$ cat config.mk
export PLATFORM = sky130hd
export DESIGN_NAME = obc_bitserial_ctrl
export DESIGN_NICKNAME = d
export VERILOG_FILES = /design/src/rtl/obc_bitserial_ctrl.sv
export SDC_FILE = /design/constraint.sdc
export NUM_CORES = 1
export LEC_CHECK = 0
export ABC_AREA = 1
export CAP_MARGIN = 20
export CORE_UTILIZATION = 40
export CTS_CLUSTER_SIZE = 14
export DETAILED_ROUTE_END_ITERATION = 8
export DONT_BUFFER_PORTS = 1
export PLACE_DENSITY = 0.6
export REMOVE_ABC_BUFFERS = 1
export SLEW_MARGIN = 20
export SYNTH_ARGS = -nofsm -noshare
export SYNTH_HDL_FRONTEND = slang
export SYNTH_SLANG_ARGS = --single-unit
export TNS_END_PERCENT = 10
$ cat constraint.sdc
create_clock -name clk -period 3.3 [get_ports clk]
set_input_delay 0.33 -clock clk [delete_from_list [all_inputs] [get_ports clk]]
set_output_delay 0.33 -clock clk [all_outputs]
set_load 0.01 [all_outputs]
$ cat src/rtl/obc_bitserial_ctrl.sv
// obc_bitserial_ctrl: bit-serial offset-binary-coding DFT bin controller driving an external ROM bank.
// Optional OBC_OFFSET_EN adds offset_in and a FINAL state that adds the initial-condition term.
module obc_bitserial_ctrl #(
    parameter int DATA_W = 16,
    parameter int ACC_W  = 32
) (
    input  logic                     clk,
    input  logic                     rst_n,
    input  logic                     in_valid,
    output logic                     in_ready,
    input  logic [16*DATA_W-1:0]     samples_in,
    output logic [15:0]              rom_bits,
    input  logic signed [ACC_W-1:0]  rom_sum,
`ifdef OBC_OFFSET_EN
    input  logic signed [ACC_W-1:0]  offset_in,
`endif
    output logic                     out_valid,
    input  logic                     out_ready,
    output logic signed [ACC_W-1:0]  result,
    output logic                     busy
);
    localparam int KW = (DATA_W > 2) ? $clog2(DATA_W) : 1;
    localparam logic [KW-1:0] K_LAST = KW'(DATA_W - 1);
    localparam logic [1:0] IDLE = 2'd0;
    localparam logic [1:0] RUN  = 2'd1;
    localparam logic [1:0] DONE = 2'd2;
`ifdef OBC_OFFSET_EN
    localparam logic [1:0] FINAL = 2'd3;
`endif

    logic [1:0]                state_q, state_d;
    logic [KW-1:0]             k_q, k_d;
    logic signed [ACC_W-1:0]   acc_q, acc_d, res_q, res_d, acc_nx, p;
    logic [15:0][DATA_W-1:0]   smp_q, smp_d;
    logic                      last;

    assign last     = k_q == K_LAST;
    // The MSB plane carries negative weight in two's complement, hence the subtraction.
    assign p        = last ? -rom_sum : rom_sum;
    assign acc_nx   = ((k_q == '0) ? '0 : (acc_q >>> 1)) + p;
    assign in_ready = state_q == IDLE;
    assign out_valid = state_q == DONE;
    assign busy     = state_q != IDLE;
    assign result   = res_q;

    always_comb begin
        rom_bits = '0;
        for (int i = 0; i < 16; i++)
            rom_bits[i] = (state_q == RUN) && smp_q[i][k_q];
    end

    always_comb begin
        state_d = state_q;
        k_d     = k_q;
        acc_d   = acc_q;
        res_d   = res_q;
        smp_d   = smp_q;
        if (state_q == IDLE && in_valid) begin
            smp_d   = samples_in;
            k_d     = '0;
            state_d = RUN;
        end else if (state_q == RUN) begin
            acc_d = acc_nx;
            k_d   = last ? '0 : k_q + 1'b1;
`ifdef OBC_OFFSET_EN
            state_d = last ? FINAL : RUN;
`else
            state_d = last ? DONE : RUN;
            res_d   = last ? acc_nx : res_q;
`endif
        end
`ifdef OBC_OFFSET_EN
        else if (state_q == FINAL) begin
            res_d   = acc_q + offset_in;
            state_d = DONE;
        end
`endif
        else if (state_q == DONE && out_ready)
            state_d = IDLE;
    end

    always_ff @(posedge clk or negedge rst_n) begin
        if (!rst_n) begin
            state_q <= IDLE;
            k_q     <= '0;
            acc_q   <= '0;
            res_q   <= '0;
            smp_q   <= '0;
        end else begin
            state_q <= state_d;
            k_q     <= k_d;
            acc_q   <= acc_d;
            res_q   <= res_d;
            smp_q   <= smp_d;
        end
    end
endmodule

# After elaboration in Yosys (flattened, before gate mapping)
# Cells that the tools add are included.
# totals
out_inout_bits	51
inputBits	292
wordCells	94
regBits	326
# op_classes
n_lt_le_gt_ge	1
muxes	41
bitwise	1
n_eq_ne	3
n_addsub	3
n_reduce_logical	25
# op_table
cell	n
binary-select mux 1 bit (select 4 bit)	16
adder 31 x 32 -> 32 bit	1
2-to-1 mux 32 bit	1
negation 32 bit	1
2-to-1 mux 31 bit	1
logical AND 1 bit	18
2-to-1 mux 1 bit	16
2-to-1 mux 4 bit	3
2-to-1 mux 2 bit	4
< comparator 4 x 5 -> 1 bit, second input constant	1
adder 4 x 1 -> 4 bit, second input constant	1
equality test 4 bit, second input constant	1
logical NOT 4 bit	1
nonzero test 2 bit	2
AND reduction 3 bit	1
nonzero test 3 bit	1
equality test 2 x 1 -> 1 bit, second input constant	1
equality test 2 bit, second input constant	1
logical NOT 2 bit	1
AND reduction 2 bit	1
inverter 1 bit	1

# Logic depth before layout (Yosys ltp)
# depth
word_depth	5
depth_mapped	23
ltp_nobuf	23

# Least setup slack after synthesis
# Ideal clock, no wire load.
# synth_path
path_kind	register -> register
startpoint	register k_q[0]
endpoint	register acc_q[30]
setup_time_ns	0.118
slack_ns	0.340
synth_period_minus_slack_ns	2.960
t_required_ns	3.182
n_path_buf	4
arrival_ns	2.842
path_stages_with_launch	22
path_cell_list	dfrtp_1 -> buf_6 -> inv_4 -> buf_12 -> buf_6 -> ha_1 -> nand2_1 -> nor2_1 -> buf_2 -> nor2_1 -> ha_1 -> fa_1 -> nand3_1 -> nand3_1 -> nand2_1 -> nand2_1 -> nand2_1 -> nand2_1 -> nand2_1 -> nand3b_1 -> nand3_1 -> nand2_1
# synth_via
elab_chain_cells	3
elab_cells_between_ends	5
cone_classes	1 x add/sub; 1 x eq/ne; 2 x mux; 1 x reduce/logical
# synth_rtl
item	line	text
start: declaration	32	logic [KW-1:0] k_q, k_d;
start signal: assignment	91	k_q <= k_d;
equality test 4 bit or logical NOT 4 bit (tied branches)	37, 40	
2-to-1 mux 32 bit or 2-to-1 mux 31 bit (tied branches)	39, 40	
adder 31 x 32 -> 32 bit *	40	assign acc_nx = ((k_q == '0) ? '0 : (acc_q >>> 1)) + p;
end signal: assignment	86	acc_q <= '0;
end signal: assignment	92	acc_q <= acc_d;
end: declaration	33	logic signed [ACC_W-1:0] acc_q, acc_d, res_q, res_d, acc_nx, p;
# Mark *: on every way between the ends. The rest lies on a longest branch, timed or not.
# A chain may end at the register's enable or synchronous reset.

# Worst setup path after layout
# layout_path
startpoint	register k_q[0]
endpoint	register res_q[19] (netlist: result[19])
# layout_via
elab_chain_cells	3
elab_cells_between_ends	6
cone_classes	1 x add/sub; 1 x eq/ne; 2 x mux; 2 x reduce/logical
# layout_rtl
item	line	text
equality test 4 bit or logical NOT 4 bit (tied branches)	37, 40	
2-to-1 mux 32 bit or 2-to-1 mux 31 bit (tied branches)	39, 40	
adder 31 x 32 -> 32 bit	40	
end signal: assignment	93	res_q <= res_d;
end: declaration	33	
# Several ways; a longest one is shown, not always the timed one.

==> impl_metrics.py <==
metrics = {
    "job": {
        "maxCapViolations": 0,
    },
    "placed_design": {
        "dp_slack_ns": 0.0757,
        "globalplace.congestion": 0.935,
        "hpwl_um": 36900,
        "portBuffers": 0,
    },
    "worst_setup_path": {
        "setup.worst_path.end_class": "flip-flop",
        "crit_required_ns": 3.73,
        "critPathLaunchType": "flip-flop",
        "critical_path.endpoint": "result[19]",
        "critical-path-max-stage-delay_ns": 0.44,
        "worst-path-stages": 17,
        "slowest_stage": "dfrtp_4",
        "worstSetupPathType": "reg2reg",
        "r2r-start": "k_q[0]",
        "timing.rr.end": "result[19]",
        "reg2reg_setup_slack_ns": 0.14,
        "crit_buf_inv": 1,
        "worstPathMaxFanout": 13,
        "path_cells": "ha_1 > nand2_1 > nor2_4 > inv_4 > nor2_1 > xor2_1 > ha_1 > nand2_1 > nand2_1 > a21oi_1 > nand2_1 > nand2_1 > nand2_1 > nand2_1 > nand3_1 > nand3_1 > nand2_1",
        "crit_arrival_ns": 3.60,
        "crit_top_cell": "nand2_1",
        "reg2reg_depth": 17,
        "cp_top_family": "simple AND/OR/NAND/NOR gates",
        "critPathLaunch": "k_q[0]",
    },
    "sta": {
        "finalCritPeriodShare": 0.959,
        "final-max-slew-violation-count": 0,
        "worst_slack_ns": 0.136,
        "tns_ns": 0,
        "clock.fmax_mhz": 316,
        "slew_headroom": 0.408,
        "rsz0062_at_grt": "yes",
        "timing.hold.ws_ns": -0.520,
        "skew_ns": 0.0178,
        "tightest_slew_ns": 0.888,
        "setup_violations": 0,
        "finalHoldViolCount": 325,
        "min_period_ns": 3.16,
    },
    "clocking": {
        "cts_tree": "built",
        "clkTransAtPathRegs_ns": 0.06,
        "cts_hold_buf": 257,
        "cts_root_buf": "clkbuf_16",
        "h-tree-depth": 2,
        "cts.sinks": 325,
        "clock_path_buffers": 3,
        "insertion_delay_ns": 0.56,
        "cts_inserted_buffers": 39,
    },
    "grt": {
        "antenna_found_initial": 7,
        "grt_pass1_vias": 16955,
        "grt_max_degree": 326,
        "grt_first_pass_wirelength_um": 91000,
        "grt_overflow_total": 0,
        "grt_usage": 0.256,
    },
    "floorplan": {
        "die_w_um": 213,
        "fp.dieH_um": 213,
        "row_count": 76,
        "fp.coreArea_um2": 43500,
        "ios": 343,
        "dieArea_um2": 45400,
        "initial_core_util": 0.410,
    },
    "synth": {
        "syn_area_per_cell_um2": 7.16,
        "synth_cells": 2489,
        "synth_warnings": 0,
        "synth-seq-cells": 325,
        "ys_types": 40,
        "syn_area_um2": 17800,
        "seq_area_frac_synth": 0.457,
    },
    "drt": {
        "drtPass1Iterations": 5,
        "drtAntennaViolNets": 0,
        "vias": 17158,
        "drtIter0Drc": 1531,
        "routed_wl_um": 58500,
        "viasPerCell": 5.17,
        "drcViolationCount": 0,
        "drt-wirelength-per-cell_um": 17.6,
    },
    "cells_and_area": {
        "layout-drive-gt1-share": 0.0485,
        "layout_common_cells": "1,142 x nand2_1, 322 x dfrtp_1, 257 x dlygate4sd3_1, 234 x nor2_1, 166 x inv_1",
        "fin_util": 0.510,
        "final_common_cell": "nand2_1",
        "syn_to_final_growth_pct": 24.4,
        "nNetsFinal": 3021,
        "fillCellCount": 4134,
    },
    "min_path": {
        "hp-class": "in2async",
    },
    "pwr": {
        "ir_drop_mv": 0.340,
        "pwr_density_cell_nw_per_um2": 405,
        "total_power_mw": 8.98,
        "power.leakage_nw": 11.7,
    },
    "status": {
        "violations": "hold timing",
        "status": "finished, violations left",
    },
}
how the worst min path moves through the flow:
stage                     cells after the start  startpoint          to
after floorplan                               0       rst_n   acc_q[10]
after global placement                        0       rst_n  smp_q[149]
after detailed placement                      0       rst_n  smp_q[147]
after CTS                                     0       rst_n  smp_q[103]
after global routing                          0       rst_n  smp_q[119]
final                                         0       rst_n  smp_q[149]
synthesized netlist by cell type, drive strengths merged:
cell,instances,share of area
nand2,1149,0.24
dfrtp,325,0.46
nor2,244,0.053
inv,173,0.037
o21ai,162,0.046
buf,73,0.026
nand3,70,0.020
clkbuf,56,0.012
o221ai,41,0.020
a21oi,38,0.011
ha,34,0.024
xor2,30,0.015
o22ai,25,0.0088
o211ai,24,0.010
xnor2,12,0.0059
nand3b,10,0.0042
nand4,5,0.0018
nor3,5,0.0017
and2,2,0.00070
and3,2,0.00070
o21bai,2,0.00084
o31ai,2,0.00084
a21o,1,0.00042
fa,1,0.0011
mux2i,1,0.00056
o21a,1,0.00042
or2,1,0.00035
routing by layer:
metal / global-route usage / vias up / wire length, um
met2: 0.412 / 588 / 26900
met5: 0 / - / 0
met3: 0.0457 / 123 / 3660
li1: - / 8232 / -
met4: 0.0953 / 0 / 1790
met1: 0.343 / 8215 / 26100
cell families after synthesis:
logic type / after synthesis / share of synthesized area
AO/OA/AOI/OAI: 296 / 0.0980
XOR/XNOR: 42 / 0.0207
adder cells (fa/ha/maj): 35 / 0.0250
buffers and inverters: 302 / 0.0745
flip-flops: 325 / 0.457
multiplexers: 1 / 0.000562
AND/OR/NAND/NOR: 1488 / 0.325
final cells by class:
| cell class | count | area (um2) | share of cell area |
|---|---|---|---|
| inverters | 173 | 659 | 0.0298 |
| diodes | 8 | 20.0 | 0.000903 |
| repair buffers | 293 | 2910 | 0.131 |
| flip-flops and latches | 325 | 8140 | 0.367 |
| multi-input cells | 1862 | 8410 | 0.380 |
| clock buffers | 55 | 1110 | 0.0499 |
| clock inverters | 15 | 179 | 0.00807 |
| well taps | 585 | 732 | 0.0330 |
metrics by stage:
stage               instances  instance area (um2)  hold slack (ns)
finish                   3316                22200           -0.520
global route             3315                22200           -0.551
CTS                      3307                22100           -0.552
detailed placement       2980                18200           0.0455
global placement         2980                18200           0.0417
floorplan                2360                17100           0.0344
sequential cells by signal, summed over array words and instances (netlist names):
name / count
smp_q: 256
result: 32
acc_q: 31
k_q: 4
state_q: 2
worst register-to-register path: stages, from the launching register on:
cell	delay [ns]
dfrtp_4	0.44
ha_1	0.18
nand2_1	0.10
nor2_4	0.27
inv_4	0.15
nor2_1	0.15
xor2_1	0.25
ha_1	0.33
nand2_1	0.08
nand2_1	0.07
a21oi_1	0.13
nand2_1	0.14
nand2_1	0.09
nand2_1	0.12
nand2_1	0.13
nand3_1	0.13
nand3_1	0.19
nand2_1	0.07
power breakdown:
part | switching (mW) | internal, mW
combinational | 0.297 | 0.325
sequential | 0 | 3.99
clock | 1.79 | 2.59
total | 2.09 | 6.90
repair_timing:
item | CTS | global route
pin swaps | 0 | 3
endpoints found under the setup margin | 9 | 32
gates resized for setup | 3 | 18
buffers inserted | 0 | 1
hold endpoints to repair | 582 | 325
gates cloned | 0 | 0
Note: power is estimated with default switching activity, not from simulation.
